`src/rtl/even_odd_sched_pkg.sv`:
```
// even_odd_sched_pkg
// Shared definitions for the even/odd counter scheduler slice:
//   - state_t and its four state constants (IDLE, LOAD, RUN, DONE)
//   - counter mode constants (MODE_EVEN, MODE_ODD)
//   - number of clients served by the scheduler (NUM_CLIENTS)
package even_odd_sched_pkg;

  // States are plain constants over a 2-bit type so older tools that
  // dislike enums in ports and case labels still accept them.
  typedef logic [1:0] state_t;

  localparam state_t IDLE = 2'd0;
  localparam state_t LOAD = 2'd1;
  localparam state_t RUN  = 2'd2;
  localparam state_t DONE = 2'd3;

  localparam logic MODE_EVEN = 1'b0;
  localparam logic MODE_ODD  = 1'b1;

  localparam int NUM_CLIENTS = 2;

endpackage

```
`src/rtl/even_odd_count_sched_rr_arb2.sv`:
```
// rr_arb2
// Two-way round-robin arbiter.
// When both clients request, the client that was not served last wins.
// After reset, client 0 holds the tie-break priority.
// Ports:
//   clk  in   rising-edge clock
//   rst  in   asynchronous active-low reset
//   req  in   per-client request
//   en   in   a winner is being consumed this cycle; advance the pointer
//   win  out  one-hot winner (0 when nobody requests)
module rr_arb2
  import even_odd_sched_pkg::*;
(
  input  logic                   clk,
  input  logic                   rst,
  input  logic [NUM_CLIENTS-1:0] req,
  input  logic                   en,
  output logic [NUM_CLIENTS-1:0] win
);

  // prio names the client that wins a tie.
  logic prio;

  always_comb begin
    win = '0;
    case (req)
      2'b01:   win = 2'b01;
      2'b10:   win = 2'b10;
      2'b11:   win = prio ? 2'b10 : 2'b01;
      default: win = '0;
    endcase
  end

  // After serving a client, the tie-break passes to the other client.
  always_ff @(posedge clk or negedge rst) begin
    if (!rst) begin
      prio <= 1'b0;
    end else if (en && (|win)) begin
      prio <= ~win[1];
    end
  end

endmodule

```
`src/rtl/even_odd_count_sched.sv`:
```
// even_odd_count_sched
// Scheduler for two clients sharing one even_odd_counter.
// It grants one client round-robin and loads that client's start value and
// mode into the counter. It then lets the counter run for the requested
// number of steps and returns the final count together with a done pulse.
// Ports:
//   clk        in   rising-edge clock
//   rst        in   asynchronous active-low reset
//   req        in   per-client request, held until gnt is seen
//   req_mode   in   per-client mode (0 even, 1 odd)
//   req_data   in   per-client start value, client 0 in the low slice
//   req_len    in   per-client run length, client 0 in the low slice
//   gnt        out  one-hot grant pulse, issued in the LOAD cycle
//   done       out  one-hot completion pulse, issued in the IDLE cycle after DONE
//   result     out  final count of the last completed run
//   busy       out  high whenever the FSM is not IDLE
//   cnt_load   out  counter load strobe
//   cnt_mode   out  counter mode
//   cnt_data   out  counter load value
//   cnt_count  in   counter current value
module even_odd_count_sched
  import even_odd_sched_pkg::*;
#(
  parameter int WIDTH = 4,
  parameter int LEN_W = 4
) (
  input  logic                         clk,
  input  logic                         rst,
  input  logic [NUM_CLIENTS-1:0]       req,
  input  logic [NUM_CLIENTS-1:0]       req_mode,
  input  logic [2*WIDTH-1:0]           req_data,
  input  logic [2*LEN_W-1:0]           req_len,
  output logic [NUM_CLIENTS-1:0]       gnt,
  output logic [NUM_CLIENTS-1:0]       done,
  output logic [WIDTH-1:0]             result,
  output logic                         busy,
  output logic                         cnt_load,
  output logic                         cnt_mode,
  output logic [WIDTH-1:0]             cnt_data,
  input  logic [WIDTH-1:0]             cnt_count
);

  state_t               state;
  logic                 id_q;
  logic [LEN_W-1:0]     len_q;
  logic [LEN_W-1:0]     remaining;
  logic [NUM_CLIENTS-1:0] win;

  logic                 sel_mode;
  logic [WIDTH-1:0]     sel_data;
  logic [LEN_W-1:0]     sel_len;

  // The arbiter pointer only advances in IDLE, when a grant is taken.
  rr_arb2 u_arb (
    .clk (clk),
    .rst (rst),
    .req (req),
    .en  (state == IDLE),
    .win (win)
  );

  // Pick the winning client's fields out of the packed request buses.
  always_comb begin
    sel_mode = win[1] ? req_mode[1] : req_mode[0];
    sel_data = win[1] ? req_data[2*WIDTH-1:WIDTH] : req_data[WIDTH-1:0];
    sel_len  = win[1] ? req_len[2*LEN_W-1:LEN_W] : req_len[LEN_W-1:0];
  end

  assign busy = (state != IDLE);

  // Main sequencer. gnt, done and cnt_load are single-cycle pulses that
  // default low. cnt_mode and cnt_data keep their last loaded values so
  // the counter inputs do not move between runs.
  always_ff @(posedge clk or negedge rst) begin
    if (!rst) begin
      state     <= IDLE;
      id_q      <= 1'b0;
      len_q     <= '0;
      remaining <= '0;
      gnt       <= '0;
      done      <= '0;
      result    <= '0;
      cnt_load  <= 1'b0;
      cnt_mode  <= 1'b0;
      cnt_data  <= '0;
    end else begin
      gnt      <= '0;
      done     <= '0;
      cnt_load <= 1'b0;
      case (state)
        IDLE: begin
          if (|req) begin
            state    <= LOAD;
            id_q     <= win[1];
            len_q    <= sel_len;
            cnt_mode <= sel_mode;
            cnt_data <= sel_data;
            cnt_load <= 1'b1;
            gnt      <= win;
          end
        end
        LOAD: begin
          if (len_q == '0) begin
            state <= DONE;
          end else begin
            remaining <= len_q;
            state     <= RUN;
          end
        end
        RUN: begin
          remaining <= remaining - LEN_W'(1);
          if (remaining == LEN_W'(1)) begin
            state <= DONE;
          end
        end
        DONE: begin
          result <= cnt_count;
          done   <= id_q ? 2'b10 : 2'b01;
          state  <= IDLE;
        end
        default: state <= IDLE;
      endcase
    end
  end

endmodule

```
`config.mk`:
```
export PLATFORM = sky130hd
export DESIGN_NAME = even_odd_count_sched
export DESIGN_NICKNAME = d
export VERILOG_FILES = /design/src/rtl/even_odd_sched_pkg.sv /design/src/rtl/even_odd_count_sched_rr_arb2.sv /design/src/rtl/even_odd_count_sched.sv
export SDC_FILE = /design/constraint.sdc
export NUM_CORES = 1
export LEC_CHECK = 0
export ABC_CLOCK_PERIOD_IN_PS = 1500
export BUFFER_PORTS_ARGS = -buffer_cell sky130_fd_sc_hd__buf_2
export CAP_MARGIN = 25
export CORE_ASPECT_RATIO = 1.1
export CORE_MARGIN = 1
export CORE_UTILIZATION = 40
export CTS_BUF_LIST = sky130_fd_sc_hd__clkbuf_8
export CTS_CLUSTER_DIAMETER = 30
export DETAILED_ROUTE_END_ITERATION = 16
export GPL_TIMING_DRIVEN = 0
export PLACE_DENSITY = 0.78
export SLEW_MARGIN = 20
export SYNTH_ARGS = -nofsm -noshare
export SYNTH_HDL_FRONTEND = slang
export SYNTH_SLANG_ARGS = --single-unit
```
`constraint.sdc`:
```
create_clock -name clk -period 1.5 [get_ports clk]
set_input_delay 0.075 -clock clk [delete_from_list [all_inputs] [get_ports clk]]
set_output_delay 0.075 -clock clk [all_outputs]
set_load 0.02 [all_outputs]
```
# [Yosys cells after proc, flatten, opt, wreduce, memory -nomap -nowiden]
# Cells that the tools add are included.
[op_classes] n_addsub=1 eq_ne=10 mux=17 bitwise=1 reduce_logical=10
[ops] op="2-bit 2-to-1 mux" count=7
[ops] op="4-bit 2-to-1 mux" count=3
[ops] op="2-bit equality test (second input constant)" count=4
[ops] op="2-bit case mux with 4 select lines" count=1
[ops] op="4-bit case mux with 2 select lines" count=1
[ops] op="2-bit != test (second input constant)" count=3
[ops] op="2-bit case mux with 3 select lines" count=1
[ops] op="2-bit AND reduction" count=3
[ops] op="2-bit by 1-bit equality test with 1-bit output (second input constant)" count=2
[ops] op="4-bit by 1-bit equality test with 1-bit output (second input constant)" count=1
[ops] op="4-bit logical NOT" count=1
[ops] op="1-bit 2-to-1 mux" count=4
[ops] op="2-bit nonzero test" count=2
[ops] op="2-bit OR reduction" count=2
[ops] op="4-bit by 1-bit subtractor with 4-bit output (second input constant)" count=1
[ops] op="2-bit logical NOT" count=1
[ops] op="1-bit logical AND" count=1
[ops] op="1-bit inverter" count=1
[word_totals] regBits=26 out_inout_bits=15

# [Depth between registers and ports, before layout]
[logic_depth] word_depth=4 ltp_mapped=7

# [By module]
# Synthesis repeated with hierarchy kept, for this count alone.
[hier_totals] hier_cells=125 hier_area_um2=1346.3
[by_module_without_submodules] module="even_odd_count_sched" n_inst=1 cells_per_inst=119 area_each_um2=1291.2 seq_area_each_um2=625.6
[by_module_without_submodules] module="rr_arb2" n_inst=1 cells_per_inst=6 area_each_um2=55.1 seq_area_each_um2=25.0

# [Least setup slack after synthesis]
# Ideal clock, no wire load.
[synth_path] path_kind="reg-to-reg" startpoint="register remaining[1]" endpoint="register state[1]" arrival_time_ns=1.431 t_required_ns=1.372 path_slack_ns=-0.059 stages_incl_launch_ff=6 path_buffers=0 cell_sequence="dfrtp_1 -> inv_1 -> ha_1 -> or3b_1 -> a22oi_1 -> mux2_1"
[synth_between] elab_chain_len=3
[synth_rtl] item="from (decl)" line_no="even_odd_count_sched.sv:46" source="logic [LEN_W-1:0] remaining;"
[synth_rtl] item="from (signal assigned)" line_no="even_odd_count_sched.sv:106" source="remaining <= len_q;"
[synth_rtl] item="from (signal assigned)" line_no="even_odd_count_sched.sv:111" source="remaining <= remaining - LEN_W'(1);"
[synth_rtl] item="4-bit by 1-bit equality test with 1-bit output" line_no="even_odd_count_sched.sv:112" source="if (remaining == LEN_W'(1)) begin"
[synth_rtl] item="2-bit != test (no source line)"
[synth_rtl] item="2-bit AND reduction (no source line)"
[synth_rtl] item="to (signal assigned)" line_no="even_odd_count_sched.sv:113" source="state <= DONE;"
[synth_rtl] item="to (signal assigned)" line_no="even_odd_count_sched.sv:119" source="state <= IDLE;"
[synth_rtl] item="to (signal assigned)" line_no="even_odd_count_sched.sv:121" source="default: state <= IDLE;"
[synth_rtl] item="to (decl)" line_no="even_odd_count_sched.sv:43" source="state_t state;"
# No other way between the ends.
# A chain may end at the register's enable or synchronous reset.

# [Worst setup path after layout]
# Ends and elaborated chain as after synthesis.

==> metrics <==
P&R area growth vs syn 57.3%; Crit path required time around 1.7 ns; clock transition at the registers of the reported paths around 0.1 ns; port bufs 40; WS Path Type flop to flop; GRT Overall Usage roughly 21%; share of layout cells above drive strength 1 a little under three fifths; Final Hold Fails 0; via/cell ratio ~5.7; Register-to-Register Path Depth 5; hold path startpoint req_data[0]; P_int around 2.8 mW; Max-Cap Viols 0; Crit Path Max Fanout 3; vias post-DR about 1300; core area between 3000 and 4000 um2; failing checks negative setup slack; drt first pass iters 4; depth of the CTS H-tree 1; drt wl/cell approximately 18 um; Hold Path Cell Cnt 3; total power roughly 4.8 mW; Psw just under 2 mW; number of antenna diodes 0; fin area 2080 um2; sequential power share between 20 and 30%; Die Y between 60 and 70 um; num ports a little over 40; Final Setup Violations 3; Mapped Cells between 100 and 150; fmax a little over 600 MHz; Clock Path Buffers 2; Reg2Reg Capture Point state[1]; Slew HR 59.9%; Worst setup EP type flop; first-pass GRT wire length 5660 um; Synth cell types 37; clock skew ~0.011 ns; Critical Path AT between 1.5 and 2 ns; Post-synth EDFFs 0; pin count of the biggest net entering global routing 27; Post-Syn Nets between 150 and 200; initial antenna violation count 0; class of the worst hold path input pin to flop; outcome complete, but fails checks; fin crit share 107%; CTS Root Cell clkbuf_8; mapped cell area 1320 um2; crit path time final between 1.5 and 2 ns; setup ws final -0.103 ns; Hold Path End cnt_data[0]; vias in the first global route approximately 1300; Final nets between 200 and 250; GP Congestion a little under 0.9; sw frac between 40 and 50%; CTS tree built; Seq/Total Area, Yosys about half; Syn. warnings 0; dominant cells by area after synthesis dfrtp_1 (49%), o32ai_1 (6.0%), ha_1 (5.7%); most frequent cell after synthesis dfrtp_1; combinational power share slightly below 60%; r2r setup slk -0.10 ns; leading area contributor after synthesis dfrtp_1; row cnt 21; Final HPWL DP between 2000 and 2500 um; R2R Path Start remaining[1]; power density cells 2280 nW/um2; Static Leak between 0.9 and 1 nW; Worst VDD drop around 1.3 mV; CTS sink count 26; drt drc 0; total grt overflow 0; Setup crit start kind flop; remaining antenna violation count 0; clock latency on the worst-skew pair 0.28 ns; Slew Viols, Final 0; routed wire length between 4000 and 5000 um; most frequently used flop master after synthesis dfrtp_1; Horiz. Die Dim between 50 and 60 um; Worst Max-Slew Pin Slew approximately 0.60 ns; die area between 3000 and 4000 um2; Clock power frac approximately 13%; Yosys top cell area share ~49%; Yosys reg bits 26; Hold WS ~0.0016 ns; Placed Area approximately 1600 um2; DRT iter0 DRCs 46; Initial Utilization between 40% and 50%; CTS buffer count 3; Synth top cells by count dfrtp_1 (26), inv_1 (16), a21oi_1 (12); ys async rst share 100%; RSZ-0062 raised after global routing true; Mapped Avg Cell Area around 10 um2
## routing by layer
| layer | wire length [um] | global-route usage (%) | share of wire (%) | vias up |
|---|---|---|---|---|
| met5 | 0 | 0 | 0 | - |
| met4 | 130 | 6.71 | 3.2 | 0 |
| met3 | 134 | 3.13 | 3.3 | 14 |
| met2 | 2210 | 37.9 | 54 | 51 |
| met1 | 1610 | 23.8 | 39 | 640 |
| li1 | - | - | - | 597 |
## critical path: stages, from the launching register on
cell and delay, ns:
dfrtp_1 0.41, inv_2 0.08, ha_4 0.11, or3b_4 0.39, a22oi_2 0.19, mux2_4 0.31
## worst max path at each step
stage / startpoint / endpoint / slack, ns / depth (start not counted)
global route: remaining[1] / state[1] / -0.14 / 5
floorplan: remaining[1] / state[1] / -0.06 / 5
detailed placement: state[0] / len_q[2] / -0.30 / 7
CTS: remaining[1] / state[1] / -0.06 / 5
global placement: state[0] / cnt_data[2] / -0.20 / 7
finish: remaining[1] / state[1] / -0.10 / 5
## sequential cells by signal, summed over array words and instances, names as in the netlist
register	flops
u_arb.prio	1
id_q	1
gnt	2
cnt_load	1
result	4
remaining	4
len_q	4
done	2
state	2
cnt_mode	1
cnt_data	4
## layout by cell type (no fill, tap or decap), types with 2 or more instances in the layout
master / instances
buf_2: 40
dfrtp_1: 23
buf_4: 21
inv_1: 12
a21oi_1: 9
nor2_1: 6
o32ai_2: 6
nor2b_1: 5
inv_2: 4
clkbuf_8: 4
mux2_2: 4
a21oi_2: 3
nand3b_1: 3
ha_4: 3
dfrtp_2: 3
nand2_1: 2
buf_6: 2
and3b_1: 2
o21ai_1: 2
o211ai_1: 2
a22o_1: 2
or3_1: 2
o32ai_4: 2
ha_1: 2
clkbuf_4: 2
## final cells by class
| type | count | area, um2 |
|---|---|---|
| Fill cell | 222 | 1020 |
| Multi-Input combinational cell | 79 | 769 |
| Sequential cell | 26 | 654 |
| Timing Repair Buffer | 65 | 408 |
| Buffer | 6 | 76.3 |
| Inverter | 16 | 60.1 |
| Tap cell | 34 | 42.5 |
| Clock buffer | 3 | 41.3 |
| Clock inverter | 1 | 30.0 |
## power groups by stage
| stage | combinational (mW) | clock (mW) | sequential (mW) |
|---|---|---|---|
| finish | 2.79 | 0.601 | 1.37 |
| global route | 2.99 | 0.637 | 1.40 |
| CTS | 2.15 | 0.598 | 1.34 |
| detailed placement | 1.73 | 0 | 1.34 |
| global placement | 1.65 | 0 | 1.31 |
| floorplan | 1.08 | 0 | 1.49 |
## per-stage QoR
stage	cells	util, %	setup WS (ns)	setup TNS (ns)
3_5_place_dp	202	50.8	-0.303	-3.58
4_1_cts	213	58.6	-0.0569	-0.119
3_3_place_gp	202	50.8	-0.198	-2.09
6_report	230	67.2	-0.103	-0.158
2_1_floorplan	128	-	-0.0577	-0.0670
5_1_grt	230	67.2	-0.143	-0.349
## cell families after synthesis
| family | share of synthesized area, % |
|---|---|
| flip-flops | 49.1 |
| adder cells (fa/ha/maj) | 5.67 |
| multiplexers | 4.25 |
| buffers and inverters | 6.80 |
| AO/OA/AOI/OAI | 20.3 |
| XOR/XNOR | 0.662 |
| AND/OR/NAND/NOR | 13.1 |
## what timing repair did
item | in CTS | in global routing
gates cloned | 0 | 3
pin swaps | 1 | 7
resized for setup | 25 | 29
hold endpoints to repair | 26 | 0
endpoints found under the setup margin | 18 | 16
hold buffers | 1 | 0
buffers inserted | 7 | 14
Note: power is estimated with default switching activity, not from simulation.
